===== config.mk =====
export PLATFORM = sky130hd
export DESIGN_NAME = alarm_set_controller
export DESIGN_NICKNAME = d
export VERILOG_FILES = /design/src/rtl/alarm_set_controller.sv
export SDC_FILE = /design/constraint.sdc
export NUM_CORES = 1
export LEC_CHECK = 0
export BUFFER_PORTS_ARGS = -buffer_cell sky130_fd_sc_hd__clkbuf_2
export CORE_MARGIN = 4
export CORE_UTILIZATION = 44
export DETAILED_ROUTE_END_ITERATION = 16
export PLACE_DENSITY_LB_ADDON = 0.25
export SYNTH_ARGS = -nofsm -noshare
export SYNTH_HDL_FRONTEND = slang
export SYNTH_SLANG_ARGS = --single-unit

===== constraint.sdc =====
create_clock -name CLK -period 2.3 [get_ports CLK]
set_input_delay 0.345 -clock CLK [delete_from_list [all_inputs] [get_ports CLK]]
set_output_delay 0.345 -clock CLK [all_outputs]
set_load 0.05 [all_outputs]

===== src/rtl/alarm_set_controller.sv =====
// -----------------------------------------------------------------------------
// alarm_set_controller
//   Push-button sequencer for the clock/alarm datapath. Each raw button passes
//   through a 2-FF synchroniser, a debouncer and a rising-edge detector. Mode
//   presses walk RUN -> SET_ALARM -> ARMED -> RUN, or acknowledge a sounding
//   alarm instead. In SET_ALARM, minute/hour presses produce one-cycle
//   increment strobes, with hold-to-repeat while the button stays down.
//
// Ports
//   CLK       in   system clock, all state on posedge
//   CLR_n     in   asynchronous active-low reset
//   btnMode   in   raw mode button (active-high, asynchronous)
//   btnMin    in   raw minute button (active-high, asynchronous)
//   btnHour   in   raw hour button (active-high, asynchronous)
//   ALARM     in   alarm-sounding indication from the datapath
//   Mode      out  00 RUN, 01 SET_ALARM, 10 ARMED
//   minUP     out  one-cycle alarm-minute increment strobe
//   hourUP    out  one-cycle alarm-hour increment strobe
//   alarmAck  out  one-cycle alarm acknowledge strobe
// -----------------------------------------------------------------------------
module alarm_set_controller #(
  parameter int unsigned DEBOUNCE_CYCLES = 1_000_000,
  parameter int unsigned HOLD_CYCLES     = 50_000_000,
  parameter int unsigned REPEAT_CYCLES   = 20_000_000
) (
  input  logic       CLK,
  input  logic       CLR_n,
  input  logic       btnMode,
  input  logic       btnMin,
  input  logic       btnHour,
  input  logic       ALARM,
  output logic [1:0] Mode,
  output logic       minUP,
  output logic       hourUP,
  output logic       alarmAck
);

  localparam logic [1:0] RUN       = 2'b00;
  localparam logic [1:0] SET_ALARM = 2'b01;
  localparam logic [1:0] ARMED     = 2'b10;

  // Debounce counter only ever needs to reach DEBOUNCE_CYCLES-1.
  localparam int unsigned     DB_W    = (DEBOUNCE_CYCLES > 1) ? $clog2(DEBOUNCE_CYCLES) : 1;
  localparam logic [DB_W-1:0] DB_LAST = DB_W'(DEBOUNCE_CYCLES - 1);

  localparam int unsigned     RP_MAX      = (HOLD_CYCLES > REPEAT_CYCLES) ? HOLD_CYCLES : REPEAT_CYCLES;
  localparam int unsigned     RP_W        = $clog2(RP_MAX + 1);
  localparam logic [RP_W-1:0] HOLD_LAST   = RP_W'(HOLD_CYCLES);
  localparam logic [RP_W-1:0] REPEAT_LAST = RP_W'(REPEAT_CYCLES);
  localparam logic [RP_W-1:0] RP_TOP      = RP_W'(RP_MAX);
  localparam logic [RP_W-1:0] RP_ONE      = RP_W'(1);

  // Bit 0 = mode, bit 1 = minute, bit 2 = hour.
  logic [2:0] raw;
  logic [2:0] held;
  logic [2:0] rise;

  assign raw = {btnHour, btnMin, btnMode};

  // ---------------------------------------------------------------------------
  // Per-button synchroniser, debouncer and rising-edge detector
  // ---------------------------------------------------------------------------
  for (genvar g = 0; g < 3; g++) begin : g_btn
    logic            sync1_q, sync2_q;
    logic            stable_q, stable_d;
    logic            stable_dly_q;
    logic [DB_W-1:0] db_cnt_q, db_cnt_d;

    // The counter only runs while the synchronised level disagrees with the
    // accepted level; any agreement restarts the qualification window.
    always_comb begin
      db_cnt_d = '0;
      stable_d = stable_q;
      if (sync2_q != stable_q) begin
        if (db_cnt_q == DB_LAST) begin
          stable_d = ~stable_q;
        end else begin
          db_cnt_d = db_cnt_q + 1'b1;
        end
      end
    end

    always_ff @(posedge CLK or negedge CLR_n) begin
      if (!CLR_n) begin
        sync1_q      <= 1'b0;
        sync2_q      <= 1'b0;
        stable_q     <= 1'b0;
        stable_dly_q <= 1'b0;
        db_cnt_q     <= '0;
      end else begin
        sync1_q      <= raw[g];
        sync2_q      <= sync1_q;
        stable_q     <= stable_d;
        stable_dly_q <= stable_q;
        db_cnt_q     <= db_cnt_d;
      end
    end

    assign held[g] = stable_q;
    assign rise[g] = stable_q & ~stable_dly_q;
  end

  // ---------------------------------------------------------------------------
  // Mode FSM: state register / next-state / outputs
  // ---------------------------------------------------------------------------
  logic [1:0] mode_q, mode_d;
  logic       mode_ev;
  logic       in_set;

  assign mode_ev = rise[0];
  assign in_set  = (mode_q == SET_ALARM);

  always_ff @(posedge CLK or negedge CLR_n) begin
    if (!CLR_n) begin
      mode_q <= RUN;
    end else begin
      mode_q <= mode_d;
    end
  end

  // A mode press while the alarm sounds is an acknowledge, not a mode step.
  always_comb begin
    mode_d = mode_q;
    unique case (mode_q)
      RUN:       if (mode_ev && !ALARM) mode_d = SET_ALARM;
      SET_ALARM: if (mode_ev && !ALARM) mode_d = ARMED;
      ARMED:     if (mode_ev && !ALARM) mode_d = RUN;
      default:   mode_d = RUN;
    endcase
  end

  // ---------------------------------------------------------------------------
  // Minute / hour hold-to-repeat strobes (index 0 = minute, 1 = hour)
  // ---------------------------------------------------------------------------
  // cnt_q == 0 means idle; it is armed to 1 by a press in SET_ALARM so a
  // button already held when entering SET_ALARM never starts repeating.
  logic [1:0] strobe_d;

  for (genvar k = 0; k < 2; k++) begin : g_rpt
    logic [RP_W-1:0] cnt_q, cnt_d;
    logic            rep_q, rep_d;
    logic            fire;

    always_comb begin
      cnt_d = '0;
      rep_d = 1'b0;
      fire  = 1'b0;
      if (in_set) begin
        if (rise[k+1]) begin
          fire  = 1'b1;
          cnt_d = RP_ONE;
        end else if (held[k+1] && (cnt_q != '0)) begin
          rep_d = rep_q;
          if (cnt_q == (rep_q ? REPEAT_LAST : HOLD_LAST)) begin
            fire  = 1'b1;
            cnt_d = RP_ONE;
            rep_d = 1'b1;
          end else if (cnt_q != RP_TOP) begin
            cnt_d = cnt_q + 1'b1;
          end else begin
            cnt_d = cnt_q;
          end
        end
      end
    end

    always_ff @(posedge CLK or negedge CLR_n) begin
      if (!CLR_n) begin
        cnt_q <= '0;
        rep_q <= 1'b0;
      end else begin
        cnt_q <= cnt_d;
        rep_q <= rep_d;
      end
    end

    assign strobe_d[k] = fire;
  end

  // ---------------------------------------------------------------------------
  // Registered outputs (strobes see the pre-transition mode)
  // ---------------------------------------------------------------------------
  logic min_up_q, hour_up_q, ack_q;
  logic ack_d;

  always_comb begin
    ack_d = mode_ev & ALARM;
  end

  always_ff @(posedge CLK or negedge CLR_n) begin
    if (!CLR_n) begin
      min_up_q  <= 1'b0;
      hour_up_q <= 1'b0;
      ack_q     <= 1'b0;
    end else begin
      min_up_q  <= strobe_d[0];
      hour_up_q <= strobe_d[1];
      ack_q     <= ack_d;
    end
  end

  assign Mode     = mode_q;
  assign minUP    = min_up_q;
  assign hourUP   = hour_up_q;
  assign alarmAck = ack_q;

endmodule


Word-level counts from Yosys, hierarchy flattened

Cells that the tools add are included.

$add $sub $neg: 5
Equal/unequal tests: 19
Muxes and demuxes: 38
Bitwise operators: 10
Reduce and logical (&&, ||, !) cells: 11

Operators with widths:

| operator                                                              | count |
|---|---|
| 26-bit 2-to-1 mux                                                     | 12 |
| 20-bit 2-to-1 mux                                                     | 6 |
| 20-bit by 1-bit adder with 20-bit output, second input constant       | 3 |
| 20-bit equality test, second input constant                           | 3 |
| 26-bit by 1-bit adder with 26-bit output, second input constant       | 2 |
| 26-bit equality test                                                  | 2 |
| 26-bit != test, second input constant                                 | 2 |
| 26-bit nonzero test                                                   | 2 |
| 1-bit 2-to-1 mux                                                      | 16 |
| 5-bit by 3-bit != test with 1-bit output, second input constant       | 2 |
| 4-bit by 3-bit != test with 1-bit output, second input constant       | 2 |
| 2-bit 2-to-1 mux                                                      | 3 |
| 1-bit inverter                                                        | 6 |
| 2-bit one-hot mux with 3 select lines                                 | 1 |
| 2-bit AND reduction                                                   | 3 |
| 1-bit bitwise AND                                                     | 4 |
| 2-bit != test, second input constant                                  | 2 |
| 1-bit logical AND                                                     | 3 |
| 1-bit != test                                                         | 3 |
| 3-bit AND reduction                                                   | 1 |
| 2-bit by 1-bit equality test with 1-bit output, second input constant | 1 |
| 2-bit equality test, second input constant                            | 1 |
| 2-bit logical NOT                                                     | 1 |
| 2-bit by 1-bit != test with 1-bit output, second input constant       | 1 |
| 1-bit logical NOT                                                     | 1 |

Register bits: 131
Bits of input ports: 6
Output and inout port bits: 5

Logic depth before layout (Yosys ltp)

Word-level depth: 6
Depth in mapped cells: 9

Worst setup path before layout

Ideal clock, no wire load.

Kind: flip-flop to flip-flop
Start: reg g_rpt[0].cnt_q[0]
End: reg g_rpt[0].cnt_q[11]
Arrival: 1.879 ns
Path slack: 0.302 ns
Cell stages (with the launch flop): 9
Buffers on the path: 1
Cells stage by stage: dfrtp_1 -> inv_1 -> ha_1 -> or4b_4 -> a2111oi_4 -> o21ai_2 -> nand4_2 -> buf_6 -> nor2_1

Longest elaborated chain between the ends: 6
Elaborated cells between the ends (all ways): 11
Classes of those cells: add/sub (1); eq/ne (3); mux (5); reduce/logical (2)

Ends and longest elaborated chain:

| item                                     | line | text |
|---|---|---|
| from (decl)                              | 140  | `logic [RP_W-1:0] cnt_q, cnt_d;` |
| from (signal assigned)                   | 172  | `cnt_q <= cnt_d;` |
| 26-bit by 1-bit adder with 26-bit output | 159  | `cnt_d = cnt_q + 1'b1;` |
| 26-bit 2-to-1 mux                        | 158  | `end else if (cnt_q != RP_TOP) begin` |
| 26-bit 2-to-1 mux                        | 154  | `if (cnt_q == (rep_q ? REPEAT_LAST : HOLD_LAST)) begin` |
| 26-bit 2-to-1 mux                        | 152  | `end else if (held[k+1] && (cnt_q != '0)) begin` |
| 26-bit 2-to-1 mux                        | 149  | `if (rise[k+1]) begin` |
| 26-bit 2-to-1 mux                        | 148  | `if (in_set) begin` |

Several ways; a longest one is shown, not always the timed one. The select of a mux whose other input is x is not followed.
A chain may end at the register's enable or synchronous reset.

Worst setup path after layout

Start: reg g_rpt[0].cnt_q[0]
End: reg g_rpt[0].cnt_q[17]

Same word-level chain as after synthesis.

==> results by group <==
Die
  – Number of placement rows: 44
  – Core area: 0.0145 mm²
  – Full die area: 0.0169 mm²
  – Overall die height: 130 µm
  – Starting utilization of the core area: 45.0%
  – Die outline width: 130 µm
  – # IOs: 11

Pwr
  – Fraction of power spent switching nets: 21.4%
  – Gate power share: 2.0%
  – Switch Pwr: 0.00109 W
  – Portion of total power attributed to sequential cells: 46.1%
  – Pwr dens: 682 mW/mm²
  – Clock share of power: 51.9%
  – Static power due to leakage: 3.11 nW
  – Internal power component: 0.00399 W
  – IR Drop Worst-Case VDD: 0.562 mV

Synth
  – Synthesis-stage register bit count: 131
  – Sequential share of the synthesized area: 50.1%
  – Total standard cell area after synthesis: 0.00655 mm²
  – Synth unique cells: 48
  – Synth Net Count: 683
  – Mean instance size in the synthesized netlist: 9.77 µm²
  – Number of warnings reported in the yosys synthesis log: 0
  – Post-Synth Adder-Cell Area: 1.34%
  – Instance count of the mapped netlist: 670
  – Share of the synthesized area in compound gates (AO/OA/AOI/OAI): 1.59%
  – Xor and xnor fraction of the mapped netlist area: 13.9%
  – Synth Area in Simple Gates: 29.6%
  – Combinational family with the most area after synthesis: simple AND/OR/NAND/NOR gates
  – Multiplexer area fraction after synthesis: 0.822%

Timing
  – Worst Skew: 0.00658 ns
  – Hold Violations, Final: 0
  – Max frequency: 468 MHz
  – Normalized max-slew margin: 59.0%
  – Min Tclk post-route: 2.14 ns
  – Total negative slack for setup checks: 0 ns
  – Final setup violation count: 0
  – Portion of the clock cycle consumed by the worst path in the final layout: 93.0%
  – Smallest hold slack: 0.0305 ns
  – Setup repair after global routing missed its margin: no
  – Slew at the pin with the worst max-slew slack: 0.610 ns
  – Final slew viol count: 0

Clock network
  – Count of clock tree sinks: 131
  – Longest Clk Path Bufs: 2
  – CTS tree: done
  – Clock root buffer: sky130_fd_sc_hd__clkbuf_16
  – Setup Buffers After CTS: 0
  – Number of H-tree branching levels: 4
  – Clock network latency to the later pin of the worst-skew pair: 0.42 ns
  – Num CTS Buffers: 17
  – Clk pin slew, worst setup/hold paths: 0.06 ns

Global route
  – Met2 layer usage reported by global route: 26.1%
  – GRT Util Overall: 16.7%
  – Met3 routing resource usage after global routing: 4.30%
  – Largest net degree at the start of global routing: 51
  – Total congestion overflow: 0
  – Global-route wire length before repair: 22.8 mm
  – Antenna violations before repair: 0
  – GRT busiest layer: met2
  – Vias in the first global route: 4,893
  – GR Util met1: 22.7%

Place
  – Post-DP HPWL: 8.59 mm
  – Total of buffers placed on input and output ports: 10
  – Area after detailed placement: 0.00683 mm²
  – Routability Congestion: 0.831

Routing
  – Initial DRT Pass Iterations: 4
  – Post-route antenna net violation count: 0
  – WL final: 12.6 mm
  – Wire per inst: 14.2 µm
  – Vias: 4,770
  – Number of DRC markers in iteration 0: 257
  – Post-detailed-route DRC marker count: 0
  – Vias per inst: 5.37

Final layout
  – Layout overhead on the synthesized area: 13.7%
  – Share of final-layout standard cells stronger than drive strength 1: 10.9%
  – Most common cell after layout, fill and taps aside: sky130_fd_sc_hd__nor2_1
  – Final Net Count: 705
  – Highest-count cells in the layout ignoring fill and taps: sky130_fd_sc_hd__nor2_1 (135), sky130_fd_sc_hd__dfrtp_1 (131), sky130_fd_sc_hd__xor2_1 (65), sky130_fd_sc_hd__nand3_1 (56), sky130_fd_sc_hd__nand2_1 (45)
  – Antenna Diode Count: 0
  – Post-route standard cell area excluding fillers: 0.00744 mm²

Setup path
  – Largest stage delay on the critical path: 0.50 ns
  – Top cell family by delay on the critical path: simple AND/OR/NAND/NOR gates
  – Worst setup EP type: register
  – Required time at the endpoint of the critical path: 2.60 ns
  – Cell type of the slowest stage on the worst timing path: sky130_fd_sc_hd__or4b_4
  – Buf/Inv on CP: 2
  – Crit path kind: reg -> reg
  – Critical path launch point type: register
  – Critical path peak fanout: 11
  – Arr. time, crit path: 2.44 ns
  – Cells traversed along the worst timing path: inv_1 > ha_1 > or4b_4 > a2111oi_4 > o21ai_2 > nand4_2 > buf_4 > nor2_1

Min path
  – Worst hold path class: in -> reg

Status
  – Run status: completed

Job
  – Max_cap viols: 0
==> final cells by class <==
cell class	count	area, µm²
clock buffers	19	453
repair buffers	24	193
clock inverters	12	134
fillers	1352	7090
inverters	14	52.6
well taps	184	230
flip-flops and latches	131	3280
multi-input cells	504	3100
==> Yosys cell counts (all sizes together) <==
cell / instances / area, µm²
and4: 7 / 61.3
or4: 3 / 26.3
a221oi: 1 / 8.76
nor2b: 3 / 18.8
and2: 1 / 6.26
xor2: 65 / 569
nor2: 135 / 507
nand3: 56 / 280
nor4b: 3 / 32.5
nor3: 19 / 110
and3: 28 / 175
and4bb: 1 / 12.5
mux2i: 2 / 20.0
or4b: 1 / 13.8
o21ai: 2 / 13.8
nand3b: 2 / 15.0
o22ai: 1 / 6.26
ha: 7 / 87.6
nand4b: 3 / 26.3
nand2: 45 / 169
nand2b: 2 / 12.5
or4bb: 1 / 11.3
a21oi: 4 / 20.0
or3: 5 / 31.3
nor4: 16 / 106
clkbuf: 8 / 30.0
nor4bb: 2 / 20.0
mux2: 3 / 33.8
dfrtp: 131 / 3280
nand4: 33 / 219
buf: 13 / 92.6
nand4bb: 2 / 22.5
inv: 14 / 52.6
a2111oi: 2 / 42.5
a31oi: 2 / 12.5
and3b: 2 / 17.5
or2: 4 / 25.0
or3b: 2 / 17.5
xnor2: 39 / 342
==> final timing paths <==
| kind | start | to | slack, ns | depth (start not counted) |
|---|---|---|---|---|
| setup / recovery | g_rpt[0].cnt_q[0] | g_rpt[0].cnt_q[17] | 0.16 | 8 |
| hold / removal | btnMin | g_btn[1].sync1_q | 0.03 | 1 |
| setup reg to reg | g_rpt[0].cnt_q[0] | g_rpt[0].cnt_q[17] | 0.16 | 8 |
| hold reg to reg | g_btn[2].sync1_q | g_btn[2].sync2_q | 0.35 | 0 |
| max in group asynchronous | CLR_n | g_btn[2].db_cnt_q[4] | 1.20 | 3 |
| min in group asynchronous | CLR_n | g_rpt[0].cnt_q[23] | 0.44 | 2 |
==> sequential cells by signal, indices dropped and copies added, names as in the netlist, 2 cells and up <==
register            flops
g_btn.sync1_q           3
g_rpt.cnt_q            52
g_btn.stable_q          3
g_btn.db_cnt_q         60
Mode                    2
g_btn.stable_dly_q      3
g_btn.sync2_q           3
g_rpt.rep_q             2
==> metal layers <==
metal,vias to the layer above,part of all wire (%)
met5,-,0
met4,0,1.4
met3,17,3.0
met2,54,47
met1,2358,49
li1,2341,-
==> per-stage QoR <==
stage / util, % / instances / worst slack [ns] / total power [W]
floorplan: - / 670 / 0.302 / 0.00242
global placement: 47.0 / 856 / 0.240 / 0.00248
detailed placement: 47.0 / 856 / 0.118 / 0.00249
CTS: 51.1 / 888 / 0.0763 / 0.00515
finish: 51.2 / 888 / 0.161 / 0.00508
global route: 51.2 / 888 / 0.00280 / 0.00530
==> cell families (layout without fill, tap and decap cells) <==
kind of cell / after synthesis / in the layout
adders and majority gates: 7 / 7
and+or+nand+nor: 376 / 376
xor gates and xnor gates: 104 / 104
AOI/OAI and AO/OA: 12 / 12
DFF: 131 / 131
muxes: 5 / 5
buffers and inverters: 35 / 69
==> timing repair <==
item | CTS | global route
endpoints found under the setup margin | 0 | 26
endpoints found under the hold margin | 47 | 0
resized for setup | 0 | 3
hold buffers | 1 | 0
==> worst reg2reg max path, stage by stage, from the launching register on <==
cell and delay, ns:
sky130_fd_sc_hd__dfrtp_1 0.42, sky130_fd_sc_hd__inv_1 0.09, sky130_fd_sc_hd__ha_1 0.14, sky130_fd_sc_hd__or4b_4 0.50
sky130_fd_sc_hd__a2111oi_4 0.38, sky130_fd_sc_hd__o21ai_2 0.12, sky130_fd_sc_hd__nand4_2 0.12, sky130_fd_sc_hd__buf_4 0.19
sky130_fd_sc_hd__nor2_1 0.06
==> power groups by stage <==
stage	sequential, W	combinational, W	clock, W
finish	0.00234	0.0000996	0.00264
CTS	0.00234	0.000105	0.00271
floorplan	0.00238	0.0000371	0
detailed placement	0.00238	0.000104	0
global placement	0.00238	0.000100	0
global route	0.00234	0.000120	0.00284
No activity file was read; power rests on OpenSTA's default activity.
